File: src/rtl/round_clock_gen.sv
// Purpose : sequences the clock/clear pins of an external cascaded 2x4-bit ripple
//           round counter: one clear pulse, ROUNDS count pulses, then a DONE strobe.
// Latency : START sampled on edge 0 -> BUSY for 2+2*ROUNDS cycles, DONE the cycle after.
// Backpr. : HOLD freezes the current CNT_CLK level (never adds/drops an edge); START
//           is only accepted in IDLE and is otherwise dropped.
//
// Ports:
//   CLK      system clock, rising-edge
//   CLR      asynchronous active-low reset
//   START    run request (IDLE only)
//   HOLD     pause pulse generation while high
//   CNT_CLK  counter clock drive (counter advances on its falling edge)
//   CNT_CLR  counter clear drive, active-high, taken on a CNT_CLK falling edge
//   SHADOW   value the external counter is expected to hold
//   BUSY     high from the first CLR_HI cycle through the last PULSE_LO cycle
//   DONE     one-cycle completion strobe
module round_clock_gen #(
    parameter int ROUNDS = 64,
    parameter int CNT_W  = 8
) (
    input  logic             CLK,
    input  logic             CLR,
    input  logic             START,
    input  logic             HOLD,
    output logic             CNT_CLK,
    output logic             CNT_CLR,
    output logic [CNT_W-1:0] SHADOW,
    output logic             BUSY,
    output logic             DONE
);

    // SHADOW must never wrap inside a run: ROUNDS < 2^CNT_W, i.e. ROUNDS >> CNT_W == 0.
    generate
        if (ROUNDS < 1 || ROUNDS > 255 || (ROUNDS >> CNT_W) != 0) begin : g_bad_param
            $error("round_clock_gen: ROUNDS must be 1..255 and below 2**CNT_W");
        end
    endgenerate

    typedef enum logic [2:0] {
        S_IDLE,
        S_CLR_HI,
        S_CLR_LO,
        S_PULSE_HI,
        S_PULSE_LO,
        S_FINISH
    } state_t;

    localparam logic [CNT_W-1:0] LAST_RND  = CNT_W'(ROUNDS - 1);
    localparam logic [CNT_W-1:0] ROUNDS_CW = CNT_W'(ROUNDS);

    state_t             state_q,   state_d;
    logic [CNT_W-1:0]   rnd_q,     rnd_d;
    logic [CNT_W-1:0]   shadow_q,  shadow_d;
    logic               cnt_clk_q, cnt_clk_d;
    logic               cnt_clr_q, cnt_clr_d;
    logic               busy_q,    busy_d;
    logic               done_q,    done_d;

    always_comb begin
        state_d   = state_q;
        rnd_d     = rnd_q;
        shadow_d  = shadow_q;
        cnt_clk_d = 1'b0;
        cnt_clr_d = 1'b0;
        busy_d    = 1'b0;
        done_d    = 1'b0;

        // Next-state selection.
        unique case (state_q)
            S_IDLE:     if (START) state_d = S_CLR_HI;
            S_CLR_HI:   state_d = S_CLR_LO;   // HOLD deliberately ignored during clear
            S_CLR_LO:   state_d = S_PULSE_HI;
            S_PULSE_HI: if (!HOLD) state_d = S_PULSE_LO;
            S_PULSE_LO: begin
                if (!HOLD) begin
                    if (rnd_q == LAST_RND) begin
                        state_d = S_FINISH;
                    end else begin
                        state_d = S_PULSE_HI;
                        rnd_d   = rnd_q + 1'b1;
                    end
                end
            end
            S_FINISH:   state_d = S_IDLE;
            default:    state_d = S_IDLE;
        endcase

        // Outputs are decoded from the state being entered so that every output
        // is a flop aligned with state_q; nothing from an input reaches a pin
        // without a register in between.
        unique case (state_d)
            S_CLR_HI: begin
                cnt_clr_d = 1'b1;
                cnt_clk_d = 1'b1;
                busy_d    = 1'b1;
            end
            S_CLR_LO: begin
                // Falling CNT_CLK with CNT_CLR high clears the external counter.
                cnt_clr_d = 1'b1;
                busy_d    = 1'b1;
                shadow_d  = '0;
                rnd_d     = '0;
            end
            S_PULSE_HI: begin
                // Clear drops on the rising edge; the counter only looks at
                // clear on a falling edge, so this is safe.
                cnt_clk_d = 1'b1;
                busy_d    = 1'b1;
            end
            S_PULSE_LO: begin
                busy_d = 1'b1;
                // Count only on entry: a held PULSE_LO is still a single falling edge.
                if (state_q != S_PULSE_LO) shadow_d = shadow_q + 1'b1;
            end
            S_FINISH: begin
                done_d   = 1'b1;
                shadow_d = ROUNDS_CW;
            end
            default: ;
        endcase
    end

    always_ff @(posedge CLK or negedge CLR) begin
        if (!CLR) begin
            state_q   <= S_IDLE;
            rnd_q     <= '0;
            shadow_q  <= '0;
            cnt_clk_q <= 1'b0;
            cnt_clr_q <= 1'b0;
            busy_q    <= 1'b0;
            done_q    <= 1'b0;
        end else begin
            state_q   <= state_d;
            rnd_q     <= rnd_d;
            shadow_q  <= shadow_d;
            cnt_clk_q <= cnt_clk_d;
            cnt_clr_q <= cnt_clr_d;
            busy_q    <= busy_d;
            done_q    <= done_d;
        end
    end

    assign CNT_CLK = cnt_clk_q;
    assign CNT_CLR = cnt_clr_q;
    assign SHADOW  = shadow_q;
    assign BUSY    = busy_q;
    assign DONE    = done_q;

endmodule
File: config.mk
export PLATFORM = sky130hd
export DESIGN_NAME = round_clock_gen
export DESIGN_NICKNAME = d
export VERILOG_FILES = /design/src/rtl/round_clock_gen.sv
export SDC_FILE = /design/constraint.sdc
export NUM_CORES = 1
export LEC_CHECK = 0
export BUFFER_PORTS_ARGS = -buffer_cell sky130_fd_sc_hd__buf_2
export CELL_PAD_IN_SITES_DETAIL_PLACEMENT = 1
export CELL_PAD_IN_SITES_GLOBAL_PLACEMENT = 1
export CORE_UTILIZATION = 44
export CTS_CLUSTER_DIAMETER = 60
export DETAILED_ROUTE_END_ITERATION = 10
export GPL_ROUTABILITY_DRIVEN = 0
export MAX_ROUTING_LAYER = met4
export PLACE_DENSITY_LB_ADDON = 0.25
export SLEW_MARGIN = 40
export SYNTH_ARGS = -nofsm -noshare
export SYNTH_HDL_FRONTEND = slang
export SYNTH_SLANG_ARGS = --single-unit
File: constraint.sdc
create_clock -name CLK -period 2.65 [get_ports CLK]
set_clock_uncertainty 0.2 [all_clocks]
set_input_delay 0.3975 -clock CLK [delete_from_list [all_inputs] [get_ports CLK]]
set_output_delay 0.3975 -clock CLK [all_outputs]
set_load 0.01 [all_outputs]
==> impl_metrics.yaml <==
final_layout:
  layout.nets: 147
  syn_to_final_growth_pct: 9.279
  fin_area_um2: 1385
  finalNonFillerCells: 171
  antenna_cells: 0
  fin_util: 0.5066
  drive_above_1_share: 0.1929
routing:
  wl_met3_um: 58
  route.met2.wl_um: 1494
  ant_nets: 0
  viasPerCell: 5.889
  drt-met1-wl_um: 1227
  drc_errors: 0
  firstDrtPassIters: 4
  drt-initial-drc-count: 20
  route.vias.total: 1007
  wire_per_inst_um: 16.35
  routed.top_layer: "met4"
  wl_um: 2795
timing:
  setup_ws_ns: 0.5377
  finalSetupViolations: 0
  tightest_slew_ns: 0.5156
  final.min_clock_period_ns: 2.112
  relSlewSlack: 0.6563
  post-route-period-util: 0.7971
  maxSlewViolCount: 0
  timing.fmax_mhz: 473.4
  worst_hold_slack_ns: 0.1542
  hold_viol: 0
  fin_setup_tns_ns: 0
  rsz0062_at_grt: "false"
synthesis:
  synth_edf_count: 0
  synth_area_um2: 1267
  yosysWarningCount: 0
  synth.ff_latch_count: 23
  ys_seq_area_frac: 0.4541
  synth_nets: 131
  synth_top_flop_cell: "dfrtp_1"
  synth.area.top_cells: "dfrtp_1 45%, nor2_1 3.8%, a221o_1 3.2%, xnor2_1 2.8%, mux2i_1 2.4%"
  async_flop_share: 1.000
  synthCells: 125
  syn_avg_cell_area_um2: 10.14
  netlist.area_leader.share: 0.4541
  synth.distinct_cells: 39
  yosys.area.top_type: "dfrtp_1"
power_and_ir_drop:
  pwr-share-clk: 0.146
  ir_worst_vdd_mv: 0.3866
  p_leak_nw: 0.6145
  power_mw: 1.094
  p_seq_frac: 0.483
  combPwrFrac: 0.370
  internal_power_mw: 0.6604
  power.density_nw_per_um2: 789.8
  switchingPower_mw: 0.4336
  swShare: 0.3964
die:
  die_w_um: 55.67
  initial_core_util: 0.4636
  num_io_pins: 16
  die_h_um: 55.67
  dieArea_um2: 3099
  num_rows: 19
  core-area_um2: 2734
worst_hold_path:
  min-delay-path-class: "primary input to flop"
  holdCritStartpoint: "START"
clock_tree:
  clock_sinks: 23
  clock_latency_ns: 0.31
  cts_buffers: 3
  ctsRootBufferMaster: "clkbuf_4"
  path_clk_slew_ns: 0.12
  cts_resized: 0
  cts.path.max_buffers: 2
  htree_levels: 1
  cts_tree: "done"
worst_setup_path:
  required_ns: 2.66
  r2r-start: "rnd_q[0]"
  critPathKind: "flop to flop"
  cp_max_fo: 10
  startpoint_type: "flop"
  endpoint_kind: "flop"
  startpoint: "rnd_q[0]"
  arrival_ns: 2.12
global_routing:
  grt_overflow_total: 0
  grt_pass1_wl_um: 5099
  grt_pass1_vias: 1088
  grt_max_degree: 24
  grtUsageTotal: 0.2171
  grt_antenna_before_repair: 0
placed_design:
  placed_cell_area_um2: 1349
  dp.cells: 166
  pre_cts_ws_ns: 0.5245
  hpwl_um: 2040
  io_buffer_count: 15
run:
  drv_cap: 0
run_status:
  status: "finished, final reports clean"
power groups by stage:
| stage | combinational, mW | sequential, mW | clock [mW] |
|---|---|---|---|
| global route | 0.463 | 0.546 | 0.182 |
| floorplan | 0.305 | 0.507 | 0 |
| finish | 0.405 | 0.529 | 0.160 |
| CTS | 0.410 | 0.529 | 0.174 |
| detailed placement | 0.407 | 0.537 | 0 |
| global placement | 0.395 | 0.529 | 0 |
synthesized netlist by cell type (2+ instances only):
library cell and number:
and4bb_2 2, and2_1 3, xnor2_1 4, nor2_1 13, or3b_1 2, ha_1 2, buf_6 2, nand3_1 5
and3_1 3, o32ai_1 2, a21oi_1 4, a21o_1 3, inv_1 5, nor3_1 6, dfrtp_1 23, o22ai_1 2
a221oi_1 2, nand2_1 8, clkbuf_1 2, a31o_1 2, nand4_1 2, mux2i_1 3, a221o_1 4, a22o_1 2
o21ai_0 4, buf_2 2
worst max-delay path, stage by stage, from the launching register on:
cell     delay (ns)
dfrtp_1        0.41
ha_1           0.22
and3_1         0.32
nand2_1        0.30
a221o_1        0.39
a22o_1         0.18
layout make-up:
class	instances	area, µm²
clock buffers	4	26.28
fillers	318	1349
inverters	5	18.77
multi-input cells	91	633.1
flip-flops and latches	23	575.6
well taps	31	38.79
repair buffers	17	92.59
per-layer routing:
| metal | vias up | GRT usage |
|---|---|---|
| li1 | 492 | - |
| met1 | 500 | 0.2549 |
| met2 | 13 | 0.3735 |
| met3 | 2 | 0.02326 |
| met4 | 0 | 0.1000 |
| met5 | - | - |
sequential cells by signal, summed over array words and instances, names as in the netlist:
name and flops:
BUSY 1, CNT_CLK 1, CNT_CLR 1, DONE 1
SHADOW 8, rnd_q 8, state_q 3
kinds of logic (layout without fill, tap and decap cells):
family          after synthesis  count (layout)  share of synthesized area
compound gates               31              31                     0.1925
buf+inv                      11              26                    0.04640
fa+ha+maj                     2               2                    0.01974
simple gates                 51              51                     0.2359
mux                           3               3                    0.02369
xor+xnor                      4               4                    0.02764
flops                        23              23                     0.4541
path summary, 6_finish.rpt:
kind                                  end  slack (ns)  cells past startpoint
worst max-delay path            SHADOW[6]        0.54                      5
worst min-delay path              CNT_CLR        0.15                      3
worst max register to register  SHADOW[6]        0.54                      5
worst min register to register  SHADOW[2]        0.35                      1
max in group asynchronous            DONE        1.51                      2
min in group asynchronous       SHADOW[5]        0.38                      2
cell usage in the layout (no fill, tap or decap), drive strengths merged, types with 2 or more instances in the layout:
cell type and instances:
clkbuf 4, xnor2 4, nand4 2, o22ai 2, and4bb 2, a31o 2, and2 3, o32ai 2
a221o 4, ha 2, nor3 6, nand2 8, nand3 5, a21oi 5, or3b 2, a221oi 2
mux2i 3, o21ai 5, dfrtp 23, and3 3, inv 5, buf 16, nor2 14, a21o 3
a22o 2
what timing repair did:
item,CTS,global route
hold buffers,1,0
hold endpoints to repair,23,0
setup buffers,0,0
Note: power is estimated with default switching activity, not from simulation.
